<file path="src/rtl/prescaled_decade_counter.sv">
`default_nettype none
// ============================================================================
// Module   : prescaled_decade_counter
// Brief    : Run-time programmable prescaler driving a cascade of base-MODULO
//            digits. Optional down-count via PRESCALED_DECADE_COUNTER_DOWN_EN.
// Revision : 1.0
// ============================================================================
module prescaled_decade_counter #(
  parameter int CNT_W     = 24,
  parameter int CMP_W     = 8,
  parameter int CMP_SHIFT = 10,
  parameter int DIGITS    = 2,
  parameter int MODULO    = 10
) (
  input  logic                clk,
  input  logic                reset,
  input  logic                en_i,
  input  logic                clr_i,
  input  logic [CMP_W-1:0]    cmp_in_i,
`ifdef PRESCALED_DECADE_COUNTER_DOWN_EN
  input  logic                dir_i,
`endif
  output logic                tick_o,
  output logic                wrap_o,
  output logic [4*DIGITS-1:0] digits_o,
  output logic [7:0]          pre_lo_o
);

  localparam logic [3:0] c_dig_max = 4'(MODULO - 1);

  logic [CNT_W-1:0]    cnt_q, cnt_d;
  logic [4*DIGITS-1:0] digits_q, digits_d;
  logic                tick_q, tick_d;
  logic                wrap_q, wrap_d;

  logic [CNT_W-1:0]    cmp_w;
  logic                terminal;
  logic                down;
  logic                carry;
  logic [3:0]          dig;

`ifdef PRESCALED_DECADE_COUNTER_DOWN_EN
  assign down = dir_i;
`else
  assign down = 1'b0;
`endif

  assign cmp_w = CNT_W'(cmp_in_i) << CMP_SHIFT;

  // >= rather than == so a lowered compare value terminates immediately.
  assign terminal = en_i && (cnt_q >= cmp_w);

  always_comb begin
    cnt_d    = cnt_q;
    digits_d = digits_q;
    carry    = terminal;
    dig      = 4'd0;
    if (terminal) begin
      cnt_d = '0;
    end else if (en_i) begin
      cnt_d = cnt_q + CNT_W'(1);
    end
    // Ripple the carry/borrow from digit 0 upward; carry out of the top is wrap.
    for (int i = 0; i < DIGITS; i++) begin
      dig = digits_q[4*i +: 4];
      if (carry) begin
        if (down) begin
          digits_d[4*i +: 4] = (dig == 4'd0) ? c_dig_max : dig - 4'd1;
        end else begin
          digits_d[4*i +: 4] = (dig >= c_dig_max) ? 4'd0 : dig + 4'd1;
        end
      end
      carry = carry && (down ? (dig == 4'd0) : (dig == c_dig_max));
    end
    tick_d = terminal;
    wrap_d = carry;
  end

  always_ff @(posedge clk) begin
    if (reset || clr_i) begin
      cnt_q    <= '0;
      digits_q <= '0;
      tick_q   <= 1'b0;
      wrap_q   <= 1'b0;
    end else begin
      cnt_q    <= cnt_d;
      digits_q <= digits_d;
      tick_q   <= tick_d;
      wrap_q   <= wrap_d;
    end
  end

  assign tick_o   = tick_q;
  assign wrap_o   = wrap_q;
  assign digits_o = digits_q;
  assign pre_lo_o = 8'(cnt_q);

endmodule
`default_nettype wire

</file>
<file path="config.mk">
export PLATFORM = sky130hd
export DESIGN_NAME = prescaled_decade_counter
export DESIGN_NICKNAME = d
export VERILOG_FILES = /design/src/rtl/prescaled_decade_counter.sv
export SDC_FILE = /design/constraint.sdc
export NUM_CORES = 1
export LEC_CHECK = 0
export ABC_AREA = 1
export BUFFER_PORTS_ARGS = -buffer_cell sky130_fd_sc_hd__buf_2
export CORE_UTILIZATION = 40
export DETAILED_ROUTE_END_ITERATION = 8
export MAX_ROUTING_LAYER = met4
export SETUP_SLACK_MARGIN = 0.15
export SLEW_MARGIN = 15
export SYNTH_ARGS = -nofsm -noshare
export SYNTH_HDL_FRONTEND = slang
export SYNTH_SLANG_ARGS = --single-unit
</file>
<file path="constraint.sdc">
create_clock -name clk -period 2.82 [get_ports clk]
set_clock_uncertainty 0.05 [all_clocks]
set_input_delay 0.423 -clock clk [delete_from_list [all_inputs] [get_ports clk]]
set_output_delay 0.423 -clock clk [all_outputs]
set_load 0.1 [all_outputs]
</file>
* Yosys cells after proc, flatten, opt, wreduce, memory -nomap -nowiden
Cells that the tools add are included.
Word-level totals: flip-flop bits (word level) 34, input bits 12, output and inout bits 18, word-level logic and storage cells 20
Operators by class: add/subtract/negate cells 3, $lt $le $gt $ge 3, equal/unequal tests 2, multiplexer cells 2, reductions and logical operators 5
Operator list (number):
- adder 24 x 1 -> 24 bit (second input constant) | 1
- greater-or-equal comparator 24 x 18 -> 1 bit | 1
- adder 4 x 1 -> 4 bit (second input constant) | 2
- == test 4 bit (second input constant) | 2
- greater-or-equal comparator 4 bit (second input constant) | 2
- 2-to-1 mux 4 bit | 2
- logical AND 1 bit | 3
- OR reduction 2 bit | 1
- logical OR 1 bit | 1

* Depth between registers and ports, before layout
word-level depth 4, mapped depth 13, depth with buffers taken out 13

* Least setup slack after synthesis
OpenSTA, ideal clock, no wires.
path type reg-to-reg, from register digits_q[5] (netlist: digits_o[5]), to register digits_q[7] (netlist: digits_o[7]), data arrival time 2.055 ns, data required time 2.706 ns, setup slack 0.651 ns, stages on the path, launching flop included 8, buffers on the path 0, cells stage by stage dfxtp_1 > inv_1 > ha_1 > o21ai_0 > o21ai_0 > nand4_1 > nand2_1 > nor2_1
Between the ends: cells in the longest elaborated chain, start to end 2, elaborated cells between the ends (all ways) 3, classes of those cells 1 x add/sub; 1 x order compare; 1 x mux
RTL lines:
- from (decl) | line 32 | logic [4*DIGITS-1:0] digits_q, digits_d;
- from (signal assigned) | line 87 | digits_q <= digits_d;
- adder 4 x 1 -> 4 bit / greater-or-equal comparator 4 bit (equally long branches) | line 70 | digits_d[4*i +: 4] = (dig >= c_dig_max) ? 4'd0 : dig + 4'd1;
- 2-to-1 mux 4 bit * | line 70
Every way passes the cells marked *; elsewhere a longest branch is shown, timed or not. A chain may end at the register's enable or synchronous reset.

* Worst setup path after layout
from register cnt_q[10], to register digits_q[0] (netlist: digits_o[0])
Between the ends: cells in the longest elaborated chain, start to end 2
RTL lines:
- from (decl) | line 31 | logic [CNT_W-1:0] cnt_q, cnt_d;
- from (signal assigned) | line 86 | cnt_q <= cnt_d;
- greater-or-equal comparator 24 x 18 -> 1 bit | line 51 | assign terminal = en_i && (cnt_q >= cmp_w);
- logical AND 1 bit | line 51
No other way between the ends.

==> impl_metrics.csv <==
group,metric,value,unit
outcome,outcome,"completed",
finish,layout_common_cells,"nand2_1, inv_1, dfxtp_1",
clock_tree,clkTransAtPathRegs,0.07,ns
setup_path,worstPathMaxFanout,27,
routing,m1WireLength,2020,um
finish,layout-drive-gt1-share,0.251,
power,powerDensity,380,nW/um^2
sta,setup_viol,0,
sta,slew_violations,0,
clock_tree,cts.repair.resized,0,
setup_path,cp_top_family,"simple AND/OR/NAND/NOR gates",
floorplan,fp.dieArea,5680,sq um
sta,relSlewSlack,0.591,
routing,met2_length,1770,um
grt,grt_first_pass_wirelength,6670,um
clock_tree,hold_buffers,0,
setup_path,crit_required,2.92,ns
clock_tree,htreeDepth,2,
setup_path,cpPeakStageDelay,0.38,ns
floorplan,die-width,75.4,um
clock_tree,cts.sinks,34,
floorplan,io_pins,30,
setup_path,worst-r2r-cell-count,9,
setup_path,cp_common_cell,"nand2_4",
power,peakVddDrop,0.194,mV
yosys,postSynthAreaPerCell,7.53,sq um
setup_path,start_kind,"register",
sta,grt_setup_unrepaired,"false",
setup_path,slowest_stage,"dfxtp_1",
flow_run,max_cap_violations,0,
placement,dp.cells,373,
routing,drt.antenna.violating_nets,0,
clock_tree,cts_tree,"done",
clock_tree,clk_latency,0.28,ns
floorplan,die_y,75.4,um
grt,grt_pass1_vias,1549,
yosys,synth_compound_area_frac,0.0494,
yosys,synthesis.area,2150,sq um
floorplan,start_util,0.419,
grt,grt_overflow_total,0,
hold_path,hold_depth,4,
yosys,synth_xor_area_frac,0.0569,
clock_tree,cts_buffer_depth,2,
clock_tree,cts_root_buf,"clkbuf_8",
finish,nNetsFinal,338,
setup_path,cp.depth,9,
clock_tree,cts-buffers-inserted,5,
routing,routed_via_density,4.54,
setup_path,path_cells,"inv_1 -> ha_1 -> nand3_1 -> nor2_1 -> nand3_2 -> nand3_4 -> nand2_4 -> nand2_4 -> mux2i_1",
finish,mostFrequentLayoutCell,"nand2_1",
routing,initialDrtViolationCount,50,
sta,period_share,0.707,
sta,fin_setup_tns,0,ns
routing,drt_wl_total,3970,um
clock_tree,post-cts-setup-buffers,0,
power,p_leak,1.03,nW
routing,route.met3.wl,129,um
setup_path,critical_path_class,"register to register",
yosys,netlist_instances,286,
yosys,ys_seq_elements,34,
routing,dr.pass1.iters,4,
yosys,synth.area.mux_share,0.00465,
yosys,synthAdderAreaFrac,0.0930,
sta,fmax,502,MHz
setup_path,cp_num_buf_inv,1,
yosys,ys_types,28,
placement,gp_congestion,0.768,
yosys,syn-num-nets,314,
placement,port_buffers,29,
placement,post-dp-hpwl,3010,um
sta,hold_viol,0,
setup_path,cp-end-kind,"register",
routing,drc,0,
grt,antenna_found_initial,0,
hold_path,hold_class,"input port to register",
yosys,synth_top_family_by_area,"simple AND/OR/NAND/NOR gates",
placement,place_area,2290,sq um
yosys,ys_seq_area_frac,0.316,
finish,area_growth,10.7,%
finish,nFillCells,560,
yosys,ys.warnings.count,0,
routing,routed.top_layer,"met4",
routing,vias,1731,
finish,final_cells,381,
finish,final_area,2380,sq um
yosys,synthSimpleGateAreaFrac,0.363,
setup_path,arrival,2.09,ns
finish,diodes,0,
grt,grtUsageTotal,0.159,
grt,grt_max_degree,28,
sta,timing.final.crit_period,1.99,ns
floorplan,core_area,5140,sq um
sta,tightestPinTransition,0.609,ns
floorplan,rows,26,
routing,route.detailed.wl_per_inst,10.4,um
## synthesized netlist by cell type, drive strengths merged
master  instances  share of area
a21oi          12          0.035
a31oi           1         0.0029
buf            12          0.044
dfxtp          34           0.32
ha             16          0.093
inv            42          0.073
mux2i           1         0.0046
nand2          53           0.10
nand3          17          0.057
nand4           9          0.026
nor2           56           0.13
nor3           12          0.041
nor3b           1         0.0035
o21ai           5          0.012
or2             1         0.0029
xnor2           6          0.024
xor2            8          0.033
## worst register-to-register path, cell delays in order, from the launching register on
cell	delay [ns]
dfxtp_1	0.38
inv_1	0.10
ha_1	0.28
nand3_1	0.07
nor2_1	0.14
nand3_2	0.11
nand3_4	0.17
nand2_4	0.08
nand2_4	0.33
mux2i_1	0.14
## kinds of logic after synthesis
| kind of cell | Yosys count |
|---|---|
| AOI/OAI and AO/OA | 18 |
| xor gates and xnor gates | 14 |
| adders and majority gates | 16 |
| buffers and inverters | 54 |
| DFF | 34 |
| muxes | 1 |
| and+or+nand+nor | 149 |
## routing by layer
layer	global-route usage	vias up
met4	0.0597	0
met3	0.0370	6
met1	0.204	760
met2	0.245	25
li1	-	940
met5	-	-
## through the flow
stage	total power, mW	setup WS (ns)	hold slack (ns)	util
finish	0.905	0.828	0.387	0.464
detailed placement	0.547	0.708	0.395	0.446
CTS	0.917	0.818	0.375	0.464
global placement	0.546	0.740	0.394	0.446
global route	0.943	0.669	0.403	0.464
floorplan	0.537	0.651	0.376	-
## state kept, by name (all words and copies together), names as in the netlist
signal	count
tick_o	1
wrap_o	1
digits_o	8
cnt_q	24
## final timing paths
| path | slack, ns | from | endpoint |
|---|---|---|---|
| worst max-delay path | 0.83 | cnt_q[10] | digits_o[0] |
| worst min-delay path | 0.39 | reset | digits_o[6] |
| worst max register to register | 0.83 | cnt_q[10] | digits_o[0] |
| worst min register to register | 0.40 | cnt_q[23] | cnt_q[23] |
## power by group
part | leakage, nW | switching [mW] | internal [mW]
combinational | 0.710 | 0.0374 | 0.0162
sequential | 0.274 | 0.00137 | 0.481
clock | 0.0482 | 0.173 | 0.197
total | 1.03 | 0.211 | 0.694
## area by class of cell
type / count / area, sq um / share of cell area
multi-input cells: 198 / 1220 / 0.512
flip-flops and latches: 34 / 681 / 0.286
inverters: 42 / 158 / 0.0661
repair buffers: 29 / 145 / 0.0609
well taps: 70 / 87.6 / 0.0367
clock buffers: 7 / 86.3 / 0.0362
clock inverters: 1 / 5.00 / 0.00210
Power figures use the tool's default switching activity.
